<file path="config.mk">
export PLATFORM = sky130hd
export DESIGN_NAME = alu_result_stage
export DESIGN_NICKNAME = d
export VERILOG_FILES = /design/src/rtl/alu_pkg.sv /design/src/rtl/alu_result_stage_if.sv /design/src/rtl/alu_flag_gen.sv /design/src/rtl/alu_result_stage_core.sv /design/src/rtl/alu_result_stage.sv
export SDC_FILE = /design/constraint.sdc
export NUM_CORES = 1
export LEC_CHECK = 0
export ABC_AREA = 1
export CAP_MARGIN = 0
export CORE_ASPECT_RATIO = 0.6
export CORE_MARGIN = 10
export CORE_UTILIZATION = 29
export DETAILED_ROUTE_END_ITERATION = 16
export PLACE_DENSITY = 0.58
export SYNTH_ARGS = -nofsm -noshare
export SYNTH_HDL_FRONTEND = slang
export SYNTH_SLANG_ARGS = --single-unit
</file>
<file path="constraint.sdc">
create_clock -name clk -period 7.68 [get_ports clk]
set_input_delay 1.92 -clock clk [delete_from_list [all_inputs] [get_ports clk]]
set_output_delay 1.92 -clock clk [all_outputs]
set_load 0.005 [all_outputs]
</file>
<file path="src/rtl/alu_pkg.sv">
// Shared ALU definitions: op-select encodings, NZCV bit positions and the packed flag type.
package alu_pkg;

    typedef enum logic [2:0] {
        SEL_XNOR   = 3'd0,
        SEL_XOR    = 3'd1,
        SEL_OR     = 3'd2,
        SEL_AND    = 3'd3,
        SEL_ADDSUB = 3'd4
    } alu_sel_e;

    localparam int NZCV_N = 3;
    localparam int NZCV_Z = 2;
    localparam int NZCV_C = 1;
    localparam int NZCV_V = 0;

    typedef struct packed {
        logic n;
        logic z;
        logic c;
        logic v;
    } nzcv_t;

endpackage

</file>
<file path="src/rtl/alu_result_stage_if.sv">
// Valid/ready bundle between an ALU, its result stage and the downstream consumer.
interface alu_result_stage_if #(
    parameter int WIDTH = 64
);
    logic             in_valid;
    logic             in_ready;
    logic [WIDTH-1:0] in_result;
    logic [2:0]       in_sel;
    logic             in_cout;
    logic             in_cmsb;
    logic             in_setf;
    logic             out_valid;
    logic             out_ready;
    logic [WIDTH-1:0] out_result;
    logic [3:0]       out_nzcv;
    logic [3:0]       flags;

    modport master (
        output in_valid, in_result, in_sel, in_cout, in_cmsb, in_setf, out_ready,
        input  in_ready, out_valid, out_result, out_nzcv, flags
    );

    modport slave (
        input  in_valid, in_result, in_sel, in_cout, in_cmsb, in_setf, out_ready,
        output in_ready, out_valid, out_result, out_nzcv, flags
    );
endinterface

</file>
<file path="src/rtl/alu_flag_gen.sv">
// Combinational NZCV generator for an ALU result word; carry/overflow only meaningful for ADD/SUB.
module alu_flag_gen
    import alu_pkg::*;
#(
    parameter int WIDTH = 64
) (
    input  logic [WIDTH-1:0] result_i,
    input  logic [2:0]       sel_i,
    input  logic             cout_i,
    input  logic             cmsb_i,
    output nzcv_t            nzcv_o
);

    always_comb begin
        nzcv_o   = '0;
        nzcv_o.n = result_i[WIDTH-1];
        nzcv_o.z = (result_i == '0);
        if (sel_i == 3'(SEL_ADDSUB)) begin
            nzcv_o.c = cout_i;
            nzcv_o.v = cout_i ^ cmsb_i;
        end
    end

endmodule

</file>
<file path="src/rtl/alu_result_stage_core.sv">
// One-cycle valid/ready result buffer with per-beat NZCV and sticky flags.
// Define ALU_RESULT_STAGE_SKID_EN for a two-entry skid buffer with a registered in_ready.
module alu_result_stage_core
    import alu_pkg::*;
#(
    parameter int WIDTH = 64
) (
    input logic               clk,
    input logic               reset,
    alu_result_stage_if.slave bus
);

    nzcv_t            beat_nzcv;
    logic             in_fire;
    logic             out_fire;
    logic             main_valid_q, main_valid_d;
    logic [WIDTH-1:0] main_result_q, main_result_d;
    logic [3:0]       main_nzcv_q, main_nzcv_d;
    logic             main_setf_q, main_setf_d;
    logic [3:0]       flags_q, flags_d;

    alu_flag_gen #(.WIDTH(WIDTH)) u_flag_gen (
        .result_i (bus.in_result),
        .sel_i    (bus.in_sel),
        .cout_i   (bus.in_cout),
        .cmsb_i   (bus.in_cmsb),
        .nzcv_o   (beat_nzcv)
    );

    assign in_fire  = bus.in_valid && bus.in_ready;
    assign out_fire = main_valid_q && bus.out_ready;

`ifdef ALU_RESULT_STAGE_SKID_EN
    logic             skid_empty_q, skid_empty_d;
    logic [WIDTH-1:0] skid_result_q, skid_result_d;
    logic [3:0]       skid_nzcv_q, skid_nzcv_d;
    logic             skid_setf_q, skid_setf_d;

    // in_ready comes straight from a flop, so out_ready never reaches the upstream path.
    assign bus.in_ready = skid_empty_q;
`else
    assign bus.in_ready = !main_valid_q || bus.out_ready;
`endif

    always_comb begin
        main_valid_d  = main_valid_q;
        main_result_d = main_result_q;
        main_nzcv_d   = main_nzcv_q;
        main_setf_d   = main_setf_q;
        flags_d       = flags_q;
        if (out_fire && main_setf_q) begin
            flags_d = main_nzcv_q;
        end
`ifdef ALU_RESULT_STAGE_SKID_EN
        skid_empty_d  = skid_empty_q;
        skid_result_d = skid_result_q;
        skid_nzcv_d   = skid_nzcv_q;
        skid_setf_d   = skid_setf_q;
        if (!skid_empty_q) begin
            if (out_fire) begin
                main_result_d = skid_result_q;
                main_nzcv_d   = skid_nzcv_q;
                main_setf_d   = skid_setf_q;
                skid_empty_d  = 1'b1;
            end
        end else if (in_fire) begin
            if (!main_valid_q || out_fire) begin
                main_valid_d  = 1'b1;
                main_result_d = bus.in_result;
                main_nzcv_d   = beat_nzcv;
                main_setf_d   = bus.in_setf;
            end else begin
                skid_empty_d  = 1'b0;
                skid_result_d = bus.in_result;
                skid_nzcv_d   = beat_nzcv;
                skid_setf_d   = bus.in_setf;
            end
        end else if (out_fire) begin
            main_valid_d = 1'b0;
        end
`else
        if (in_fire) begin
            main_valid_d  = 1'b1;
            main_result_d = bus.in_result;
            main_nzcv_d   = beat_nzcv;
            main_setf_d   = bus.in_setf;
        end else if (out_fire) begin
            main_valid_d = 1'b0;
        end
`endif
    end

    always_ff @(posedge clk or posedge reset) begin
        if (reset) begin
            main_valid_q  <= 1'b0;
            main_result_q <= '0;
            main_nzcv_q   <= '0;
            main_setf_q   <= 1'b0;
            flags_q       <= '0;
`ifdef ALU_RESULT_STAGE_SKID_EN
            skid_empty_q  <= 1'b1;
            skid_result_q <= '0;
            skid_nzcv_q   <= '0;
            skid_setf_q   <= 1'b0;
`endif
        end else begin
            main_valid_q  <= main_valid_d;
            main_result_q <= main_result_d;
            main_nzcv_q   <= main_nzcv_d;
            main_setf_q   <= main_setf_d;
            flags_q       <= flags_d;
`ifdef ALU_RESULT_STAGE_SKID_EN
            skid_empty_q  <= skid_empty_d;
            skid_result_q <= skid_result_d;
            skid_nzcv_q   <= skid_nzcv_d;
            skid_setf_q   <= skid_setf_d;
`endif
        end
    end

    assign bus.out_valid  = main_valid_q;
    assign bus.out_result = main_result_q;
    assign bus.out_nzcv   = main_nzcv_q;
    assign bus.flags      = flags_q;

endmodule

</file>
<file path="src/rtl/alu_result_stage.sv">
// ALU result stage top: flat ports bundled into the stage interface for the core.
// Build option: ALU_RESULT_STAGE_SKID_EN selects the two-entry skid buffer.
module alu_result_stage #(
    parameter int WIDTH = 64
) (
    input  logic             clk,
    input  logic             reset,
    input  logic             in_valid,
    output logic             in_ready,
    input  logic [WIDTH-1:0] in_result,
    input  logic [2:0]       in_sel,
    input  logic             in_cout,
    input  logic             in_cmsb,
    input  logic             in_setf,
    output logic             out_valid,
    input  logic             out_ready,
    output logic [WIDTH-1:0] out_result,
    output logic [3:0]       out_nzcv,
    output logic [3:0]       flags
);

    alu_result_stage_if #(.WIDTH(WIDTH)) bus ();

    assign bus.in_valid  = in_valid;
    assign bus.in_result = in_result;
    assign bus.in_sel    = in_sel;
    assign bus.in_cout   = in_cout;
    assign bus.in_cmsb   = in_cmsb;
    assign bus.in_setf   = in_setf;
    assign bus.out_ready = out_ready;

    assign in_ready   = bus.in_ready;
    assign out_valid  = bus.out_valid;
    assign out_result = bus.out_result;
    assign out_nzcv   = bus.out_nzcv;
    assign flags      = bus.flags;

    alu_result_stage_core #(.WIDTH(WIDTH)) u_core (
        .clk   (clk),
        .reset (reset),
        .bus   (bus)
    );

endmodule
</file>
## After elaboration in Yosys (flattened, before gate mapping)

Cells that the tools add are included.

| storage, ports and cells | value |
|---|---|
| register bits | 74 |
| input bits | 74 |
| logic and storage cells | 17 |

| operators by class | value |
|---|---|
| eq/ne operators | 1 |
| mux-type cells | 3 |
| bitwise gates (word level) | 1 |
| reduce and logical (&&, ||, !) cells | 7 |

Operator list:

| cell | count |
|---|---|
| 64-bit zero test | 1 |
| 3-bit == test (second input constant) | 1 |
| 1-bit logical AND | 3 |
| 1-bit two-way mux | 2 |
| 2-bit two-way mux | 1 |
| 2-bit nonzero test | 1 |
| 1-bit zero test | 1 |
| 1-bit logical OR | 1 |
| 1-bit bitwise XOR | 1 |

## Logic depth before layout (Yosys ltp)

| logic depth | value |
|---|---|
| depth in word-level cells | 4 |
| depth in mapped cells | 8 |
| gate-level depth less buffers | 8 |

## Cells and area by module

From an unflattened synthesis, not the netlist that was laid out.

| second synthesis, totals | value |
|---|---|
| cells, all modules | 403 |
| area total of the unflattened synthesis | 3,315.7 sq um |

By module, submodules not included:

| module | times used | cells each | area each (sq um) | seq. area each (sq um) |
|---|---|---|---|---|
| alu_result_stage_core | 1 | 321 | 2,972.9 | 1,851.8 |
| alu_flag_gen | 1 | 82 | 342.8 | 0.0 |

## Worst setup path before layout

No wires, ideal clock.

| path | value |
|---|---|
| kind | input -> output |
| from | input port out_ready |
| to | output port in_ready |
| arrival time | 2.049 ns |
| path slack | 3.711 ns |
| stages | 2 |
| path through | inv_1 > nand2_4 |

| on the way | value |
|---|---|
| longest elaborated chain between the ends | 1 |

Ends and longest elaborated chain:

| item | line | text |
|---|---|---|
| start, declared | alu_result_stage.sv:16 | `input logic out_ready,` |
| 1-bit logical OR | alu_result_stage_core.sv:42 | `assign bus.in_ready = !main_valid_q \|\| bus.out_ready;` |
| end, declared | alu_result_stage.sv:9 | `output logic in_ready,` |

Every way passes these cells.

## Worst setup path after layout

Same ends and word-level chain as after synthesis.

==> flow_metrics.env <==
export IMPL_status="complete, no violations"
export IMPL_p_per_area_mw_per_mm2=232
export IMPL_netlist_area_mm2=0.00302
export IMPL_yosys_area_top_type_share_pct=60.5
export IMPL_setup_viol=0
export IMPL_drive_gt1_share_pct=4.14
export IMPL_cts_made_buffers=9
export IMPL_cap_violations=0
export IMPL_port_buffers=147
export IMPL_die_height_um=99.1
export IMPL_grt_pass1_wl_um=15600
export IMPL_vias_per_cell=4.29
export IMPL_grt_pass1_vias=2815
export IMPL_cts_root_buf="clkbuf_16"
export IMPL_path_buf_inv=3
export IMPL_io_pins=148
export IMPL_vias=2751
export IMPL_place_hpwl_um=7290
export IMPL_overflow=0
export IMPL_hold_buffers=0
export IMPL_ys_warn_count=0
export IMPL_endpoint_kind="output pin"
export IMPL_layout_nets=577
export IMPL_wl_per_cell_um=15.5
export IMPL_initialDrtViolationCount=163
export IMPL_grt_total_usage_pct=13.1
export IMPL_synth_area_per_cell_um2=8.42
export IMPL_gp_congestion=0.786
export IMPL_reg2reg_depth=5
export IMPL_ant_nets=0
export IMPL_fin_crit_sh_pct=64.6
export IMPL_coreArea_mm2=0.0100
export IMPL_cpMaxStageDelayCell="clkdlybuf4s50_1"
export IMPL_worst_slew_pin_slew_ps=1030
export IMPL_diodes=0
export IMPL_grt_max_degree=78
export IMPL_path_cells="clkdlybuf4s50_1 -> inv_1 -> nand2_4 -> clkdlybuf4s50_1"
export IMPL_netlist_instances=359
export IMPL_slew_viol_final=0
export IMPL_worstSkewPairLatency_ps=330
export IMPL_worst_setup_path_start_kind="input port"
export IMPL_setup_ws_ps=2720
export IMPL_die_area_mm2=0.0150
export IMPL_cts_sinks=73
export IMPL_rsz0062_at_grt="false"
export IMPL_r2r_slack_ps=5190
export IMPL_crit_fanout=3
export IMPL_fin_tns_setup_ps=0
export IMPL_path_class="in2out"
export IMPL_rows=28
export IMPL_drc_errors=0
export IMPL_hold_end="u_core.bus.out_result[18]$_DFFE_PP0P_"
export IMPL_h_tree_depth=3
export IMPL_antenna_found_initial=0
export IMPL_yosys_area_top_type="dfrtp_1"
export IMPL_initial_core_util_pct=30.2
export IMPL_fin_skew_ps=5.18
export IMPL_cts_resized=0
export IMPL_timing_rr_end="u_core.bus.out_nzcv[0]$_DFFE_PP0P_"
export IMPL_hold_depth=2
export IMPL_power_mw=1.13
export IMPL_worst_ep_arrival_time_ps=3040
export IMPL_cpMostUsedCell="clkdlybuf4s50_1"
export IMPL_num_fill_cells=978
export IMPL_r2r_start="u_core.bus.out_valid$_DFFE_PP0P_"
export IMPL_synth_seq_cells=73
export IMPL_p_leak_nw=2.32
export IMPL_cpLargestDelayFamily="buffers and inverters"
export IMPL_cts_tree="yes"
export IMPL_routed_wirelength_um=9970
export IMPL_final_hold_viol_count=0
export IMPL_hp_start="u_core.bus.out_result[18]$_DFFE_PP0P_"
export IMPL_syn2layout_area_growth_pct=60.7
export IMPL_synth_area_leaders="dfrtp_1 60%, nand2_1 23%, nor2_1 4.7%, o21ai_0 1.8%, inv_1 1.7%"
export IMPL_die_w_um=152
export IMPL_hold_class="reg2reg"
export IMPL_ys_seq_area_share_pct=60.5
export IMPL_clk_path_buf_depth=2
export IMPL_peakVddDrop_v=0.0000923
export IMPL_postCtsSetupBuffers=0
export IMPL_max_freq_ghz=0.201
export IMPL_slew_headroom_pct=31.6
export IMPL_cp_required_ps=5760
export IMPL_max_stage_delay_ps=500
export IMPL_yosysUniqueCellTypes=16
export IMPL_min_period_ps=4960
export IMPL_syn_nets=433
export IMPL_pre_cts_ws_ps=2720
export IMPL_clkSlewWorstSetupHoldPaths_ps=50
export IMPL_first_pass_iters=4
==> metal layers <==
layer  vias up  routed length (µm)  track usage [%]
li1       1375                   -                -
met1      1270                4610             17.3
met2        97                4200             18.5
met3         9                1080             6.76
met4         0                  76             3.28
met5         -                   0                0
==> synth_stat cells (all sizes together) <==
cell type	number
nand3	9
nor2	38
nand2	191
xnor2	1
o21ai	11
inv	15
o22ai	2
buf	15
nor3	1
nand4	1
dfrtp	73
mux2	2
==> cells in the final DEF (no fill, tap or decap) <==
cell type        netlist  layout
nand2_1              189     189
clkdlybuf4s50_1        0     147
dfrtp_1               73      73
nor2_1                38      38
inv_1                 14      13
o21ai_0               11      11
nand3_1                9       9
clkbuf_16              0       9
nand2_4                2       2
inv_2                  1       2
mux2_2                 2       2
o22ai_1                2       2
clkbuf_8               0       2
clkinv_2               0       2
xnor2_1                1       1
nor3_1                 1       1
nand4_1                1       1
clkbuf_1               0       1
bufinv_16              0       1
buf_4                  6       1
==> sequential cells by signal (all words and copies together) (netlist names) <==
name                   cells
u_core.main_setf_q         1
u_core.bus.flags           4
u_core.bus.out_result     63
u_core.bus.out_valid       1
u_core.bus.out_nzcv        4
==> through the flow <==
stage                     utilization (%)  area (µm²)  instances  hold slack, ps
after floorplan                         -        3020        359             449
after global placement               45.5        4560        627             462
after detailed placement             45.5        4560        627             465
after CTS                            48.5        4860        642             480
after global routing                 48.5        4860        642             495
final                                48.5        4860        642             472
==> where the power goes <==
part / switching [mW] / leakage, nW / internal, mW
Combinational: 0.100 / 1.27 / 0.146
Sequential: 0.0294 / 0.903 / 0.437
Clock: 0.148 / 0.148 / 0.266
==> worst max path at each step <==
stage                     startpoint       end  slack (ps)  depth (start not counted)
final                      out_ready  in_ready        2720                          4
after global routing       out_ready  in_ready        2700                          4
after CTS                  out_ready  in_ready        2710                          4
after detailed placement   out_ready  in_ready        2720                          4
after global placement     out_ready  in_ready        2720                          4
after floorplan            out_ready  in_ready        3710                          2
==> logic make-up (layout without fill, tap and decap cells) <==
kind of cell / count (synthesis) / after routing / share of synthesized area [%]
compound gates: 13 / 13 / 2.24
mux: 2 / 2 / 0.745
xor+xnor: 1 / 1 / 0.290
buf+inv: 30 / 178 / 5.47
flops: 73 / 73 / 60.5
simple gates: 240 / 240 / 30.8
==> cell type report <==
| class | count | area (µm²) | area share, % |
|---|---|---|---|
| Clock inverter | 3 | 40.0 | 0.824 |
| Timing Repair Buffer | 148 | 1480 | 30.4 |
| Multi-Input combinational cell | 256 | 1030 | 21.2 |
| Sequential cell | 73 | 1830 | 37.6 |
| Clock buffer | 12 | 256 | 5.28 |
| Tap cell | 135 | 169 | 3.48 |
| Inverter | 15 | 56.3 | 1.16 |
==> worst min-delay path: stages, from the launching register on <==
cell and delay, ps:
dfrtp_1 330, nand2_1 50, nand2_1 50
(Power assumes the default switching activity.)
